==> config.mk <==
export PLATFORM = sky130hd
export DESIGN_NAME = serial_add_ctrl
export DESIGN_NICKNAME = d
export VERILOG_FILES = /design/src/rtl/serial_add_pkg.sv /design/src/rtl/serial_fa_slice.sv /design/src/rtl/serial_add_ctrl.sv
export SDC_FILE = /design/constraint.sdc
export NUM_CORES = 1
export LEC_CHECK = 0
export CORE_MARGIN = 2
export CORE_UTILIZATION = 49
export DETAILED_ROUTE_END_ITERATION = 10
export PLACE_DENSITY = 0.78
export SLEW_MARGIN = 30
export SYNTH_ARGS = -nofsm -noshare
export SYNTH_HDL_FRONTEND = slang
export SYNTH_SLANG_ARGS = --single-unit
==> constraint.sdc <==
create_clock -name clk_in -period 1.6 [get_ports clk_in]
set_clock_uncertainty 0.1 [all_clocks]
set_input_delay 0.48 -clock clk_in [delete_from_list [all_inputs] [get_ports clk_in]]
set_output_delay 0.48 -clock clk_in [all_outputs]
set_load 0.02 [all_outputs]
==> src/rtl/serial_add_pkg.sv <==
// Shared definitions for the bit-serial adder.
//   state_e   : FSM state encoding (IDLE=0, RUN=1, DONE=2)
//   cnt_width : bit counter width, $clog2(width) but never less than 1
package serial_add_pkg;

    typedef enum logic [1:0] {
        StIdle = 2'd0,
        StRun  = 2'd1,
        StDone = 2'd2
    } state_e;

    // $clog2(1) is 0, which would give a zero-width counter for WIDTH=1.
    function automatic int unsigned cnt_width(input int unsigned width);
        return (width <= 32'd1) ? 32'd1 : $clog2(width);
    endfunction

endpackage

==> src/rtl/serial_fa_slice.sv <==
// Combinational 1-bit full adder built from two half-adder stages.
//   a_in, b_in : operand bits
//   c_in       : carry in
//   s_out      : sum bit
//   c_out      : carry out
module serial_fa_slice (
    input  logic a_in,
    input  logic b_in,
    input  logic c_in,
    output logic s_out,
    output logic c_out
);

    logic ha0_s;
    logic ha0_c;
    logic ha1_c;

    always_comb begin
        ha0_s = a_in ^ b_in;
        ha0_c = a_in & b_in;
        s_out = ha0_s ^ c_in;
        ha1_c = ha0_s & c_in;
        c_out = ha0_c | ha1_c;
    end

endmodule

==> src/rtl/serial_add_ctrl.sv <==
// Bit-serial adder: one full-adder slice adds two WIDTH-bit operands LSB first.
//   clk_in, rst_n_in            : clock, synchronous active-low reset
//   a_in, b_in, cin_in          : operands and carry-in, captured on input handshake
//   in_valid_in / in_ready_out  : operand handshake
//   sum_out, carry_out          : result, stable while out_valid_out=1
//   out_valid_out / out_ready_in: result handshake
//   busy_out                    : high in RUN or DONE
module serial_add_ctrl
    import serial_add_pkg::*;
#(
    parameter int unsigned WIDTH = 8
) (
    input  logic             clk_in,
    input  logic             rst_n_in,
    input  logic [WIDTH-1:0] a_in,
    input  logic [WIDTH-1:0] b_in,
    input  logic             cin_in,
    input  logic             in_valid_in,
    output logic             in_ready_out,
    output logic [WIDTH-1:0] sum_out,
    output logic             carry_out,
    output logic             out_valid_out,
    input  logic             out_ready_in,
    output logic             busy_out
);

    localparam int unsigned CntW = cnt_width(WIDTH);
    localparam logic [CntW-1:0] CntLast = CntW'(WIDTH - 1);

    state_e           state_q, state_d;
    logic [WIDTH-1:0] a_q, a_d;
    logic [WIDTH-1:0] b_q, b_d;
    logic [WIDTH-1:0] sum_q, sum_d;
    logic             carry_q, carry_d;
    logic [CntW-1:0]  cnt_q, cnt_d;
    logic             out_valid_q, out_valid_d;

    logic slice_s;
    logic slice_c;

    serial_fa_slice u_slice (
        .a_in  (a_q[0]),
        .b_in  (b_q[0]),
        .c_in  (carry_q),
        .s_out (slice_s),
        .c_out (slice_c)
    );

    always_comb begin
        state_d     = state_q;
        a_d         = a_q;
        b_d         = b_q;
        sum_d       = sum_q;
        carry_d     = carry_q;
        cnt_d       = cnt_q;
        out_valid_d = out_valid_q;

        unique case (state_q)
            StIdle: begin
                if (in_valid_in) begin
                    a_d     = a_in;
                    b_d     = b_in;
                    carry_d = cin_in;
                    cnt_d   = '0;
                    state_d = StRun;
                end
            end
            StRun: begin
                // Sum fills from the MSB so that after WIDTH shifts bit 0 is the LSB.
                a_d              = a_q >> 1;
                b_d              = b_q >> 1;
                sum_d            = sum_q >> 1;
                sum_d[WIDTH-1]   = slice_s;
                carry_d          = slice_c;
                if (cnt_q == CntLast) begin
                    state_d = StDone;
                end else begin
                    cnt_d = cnt_q + CntW'(1);
                end
            end
            StDone: begin
                // Valid is registered: it rises one cycle after DONE is entered, giving
                // WIDTH+1 clocks from accept to out_valid.
                if (!out_valid_q) begin
                    out_valid_d = 1'b1;
                end else if (out_ready_in) begin
                    out_valid_d = 1'b0;
                    state_d     = StIdle;
                end
            end
            default: begin
                state_d = StIdle;
            end
        endcase
    end

    always_ff @(posedge clk_in) begin
        if (!rst_n_in) begin
            state_q     <= StIdle;
            a_q         <= '0;
            b_q         <= '0;
            sum_q       <= '0;
            carry_q     <= 1'b0;
            cnt_q       <= '0;
            out_valid_q <= 1'b0;
        end else begin
            state_q     <= state_d;
            a_q         <= a_d;
            b_q         <= b_d;
            sum_q       <= sum_d;
            carry_q     <= carry_d;
            cnt_q       <= cnt_d;
            out_valid_q <= out_valid_d;
        end
    end

    always_comb begin
        in_ready_out  = (state_q == StIdle);
        busy_out      = (state_q != StIdle);
        out_valid_out = out_valid_q;
        sum_out       = sum_q;
        carry_out     = carry_q;
    end

endmodule

==> qor.csv <==
metric,value,unit
path_max_fanout,2,
max_cap_viol_count,0,
cts_tree,yes,
synth_area,0.00150,mm^2
clock-sinks,31,
track_usage,17.0,%
core,0.00298,mm^2
synth_area_per_cell,10.1,um^2
numCtsBuffers,5,
initialDrtViolationCount,36,
status,"finished, final reports clean",
r2r_setup_slack,0.14,ns
startpoint,carry_out,
crit_end,carry_out,
hold_path_class,flip-flop to flip-flop,
antenna_found_initial,0,
start_util,50.3,%
clockPowerShare,35.4,%
fmax,646,MHz
p_seq_share,47.7,%
grt_pass1_vias,1118,
async_flop_share,0,%
wire_per_inst,12.4,um
combPwrFrac,16.9,%
reg2reg_from,cnt_q[0],
ios,33,
critPathCaptureType,primary output,
cp.arrival,0.97,ns
p_leak,0.731,nW
critical_path_class,flip-flop to primary output,
crit_family,flip-flops,
die_y,59.3,um
clockRootBuffer,clkbuf_4,
synth_cells,148,
synth_cell_type_count,25,
port_buffers,32,
via_per_inst,5.21,
crit_cells,1,
ys_ff_latch,31,
ys.flop_type,dfxtp_1,
row_count,20,
grt_first_pass_wirelength,4580,um
wirelength,2690,um
maxSlewHeadroom,73.7,%
gp_congestion,0.681,
instances_no_fill,217,
worstRegToRegCells,5,
insertion_delay,0.32,ns
crit_slowest_cell,dfxtp_1,
gr-total-overflow,0,
die_w,59.3,um
vias,1131,
min_period,1.55,ns
drive_above_1_share,32.1,%
cp_cell_sequence,clkdlybuf4s15_1,
synth_nets,172,
r2r_end,cnt_q[0],
p_total,0.00178,W
p_int,0.00134,W
dp_cells,209,
clock_path_buffers,2,
fin_crit_sh,96.7,%
post_cts_buffers,0,
hold_violations,0,
area_growth,26.4,%
die_area,0.00351,mm^2
startpoint_type,flip-flop,
p_sw_share,24.6,%
antenna_cells,0,
drv_slew,0,
hpwl,1950,um
ys_seq_area_share,41.4,%
ir_drop,0.492,mV
worst_slew_pin_slew,0.394,ns
ant_nets,0,
synth_warnings,0,
rsz0062_at_grt,false,
p_per_area,941,mW/mm^2
hold_buffers,0,
nets,207,
clk_pin_slew,0.10,ns
path_buf_inv,1,
cts-htree-levels,2,
cpPeakStageDelay,0.34,ns
drc,0,
setup_viol,0,
synth_edf_count,0,
drt_pass1_iterations,4,
netSwitchingPower,0.000439,W
grt_max_degree,32,
critPathRequiredTime,1.02,ns
[registers in the layout, indices dropped and copies added, names as in the netlist]
| name | cells |
|---|---|
| out_valid_out | 1 |
| carry_out | 1 |
| sum_out | 8 |
| b_q | 8 |
| cnt_q | 3 |
| a_q | 8 |
| state_q | 2 |
[Yosys cell counts (all sizes together) (2+ instances only)]
master | instances | area, um^2
a211oi | 15 | 188
a21oi | 9 | 45.0
a31oi | 3 | 18.8
a32oi | 2 | 17.5
buf | 9 | 95.1
clkbuf | 3 | 11.3
dfxtp | 31 | 621
ha | 2 | 25.0
inv | 3 | 11.3
mux2i | 17 | 170
nand2 | 20 | 75.1
nand3 | 4 | 20.0
nor2 | 21 | 116
nor2b | 2 | 12.5
[cell families (layout without fill, tap and decap cells)]
logic type | after synthesis | after routing | share of synthesized area, %
flip-flops | 31 | 31 | 41.4
multiplexers | 17 | 17 | 11.4
buffers and inverters | 15 | 51 | 7.85
AND/OR/NAND/NOR | 50 | 50 | 16.3
AO/OA/AOI/OAI | 32 | 32 | 20.1
adder cells (fa/ha/maj) | 3 | 3 | 3.01
[power by group through the flow]
| stage | combinational (W) | sequential (W) | clock, W |
|---|---|---|---|
| 6_report | 0.000301 | 0.000850 | 0.000631 |
| 5_1_grt | 0.000329 | 0.000856 | 0.000682 |
| 4_1_cts | 0.000301 | 0.000849 | 0.000646 |
| 3_5_place_dp | 0.000307 | 0.000866 | 0 |
| 3_3_place_gp | 0.000298 | 0.000865 | 0 |
| 2_1_floorplan | 0.000206 | 0.000869 | 0 |
[placed cells by master (no fill, tap or decap), types with 2 or more instances in the layout]
cell             instances
buf_12                   2
nor2_1                   5
buf_6                    2
clkdlybuf4s15_1          2
ha_1                     2
nand2_1                 20
nor2_2                  15
a31oi_1                  3
dfxtp_1                 30
a32oi_1                  2
clkbuf_2                 8
buf_4                    5
nor2b_1                  2
clkdlybuf4s50_1         20
a21oi_1                  9
clkbuf_4                 5
nand3_1                  4
inv_1                    3
mux2i_1                 17
a211oi_2                15
[stage by stage]
step | area (um^2) | setup slack, ns | hold WS, ns | setup TNS (ns) | util, %
after global routing | 1890 | 0.00458 | 0.382 | 0 | 63.6
after floorplan | 1500 | 0.00811 | 0.354 | 0 | -
after detailed placement | 1840 | -0.233 | 0.354 | -3.97 | 61.7
after CTS | 1910 | 0.00364 | 0.365 | 0 | 64.3
after global placement | 1840 | -0.189 | 0.342 | -3.28 | 61.7
final | 1890 | 0.0521 | 0.361 | 0 | 63.6
[layout make-up]
| cell class | count | area, um^2 |
|---|---|---|
| multi-input cells | 102 | 767 |
| well taps | 33 | 41.3 |
| clock buffers | 6 | 51.3 |
| fillers | 264 | 1080 |
| repair buffers | 40 | 365 |
| inverters | 3 | 11.3 |
| flip-flops and latches | 31 | 622 |
| clock inverters | 2 | 35.0 |
[metal layers]
layer | vias up | track usage (%) | share of wire, %
li1 | 582 | - | -
met1 | 515 | 19.0 | 42
met2 | 32 | 30.8 | 53
met3 | 2 | 3.93 | 5.2
met4 | 0 | 6.82 | 0.48
met5 | - | 0 | 0
[worst min-delay path by stage]
stage / depth (start not counted) / endpoint / slack (ns) / from
6_report: 2 / sum_out[0] / 0.36 / sum_out[0]
5_1_grt: 2 / sum_out[0] / 0.38 / sum_out[0]
4_1_cts: 2 / sum_out[0] / 0.37 / sum_out[0]
3_5_place_dp: 2 / sum_out[0] / 0.35 / sum_out[0]
3_3_place_gp: 2 / sum_out[0] / 0.34 / sum_out[0]
2_1_floorplan: 2 / a_q[7] / 0.35 / a_q[7]
[timing repair]
action | 4_1_cts | 5_1_grt
pin swaps | 0 | 1
gates resized for setup | 27 | 15
cloned | 0 | 0
endpoints found under the setup margin | 12 | 25
No activity file was read; power rests on OpenSTA's default activity.
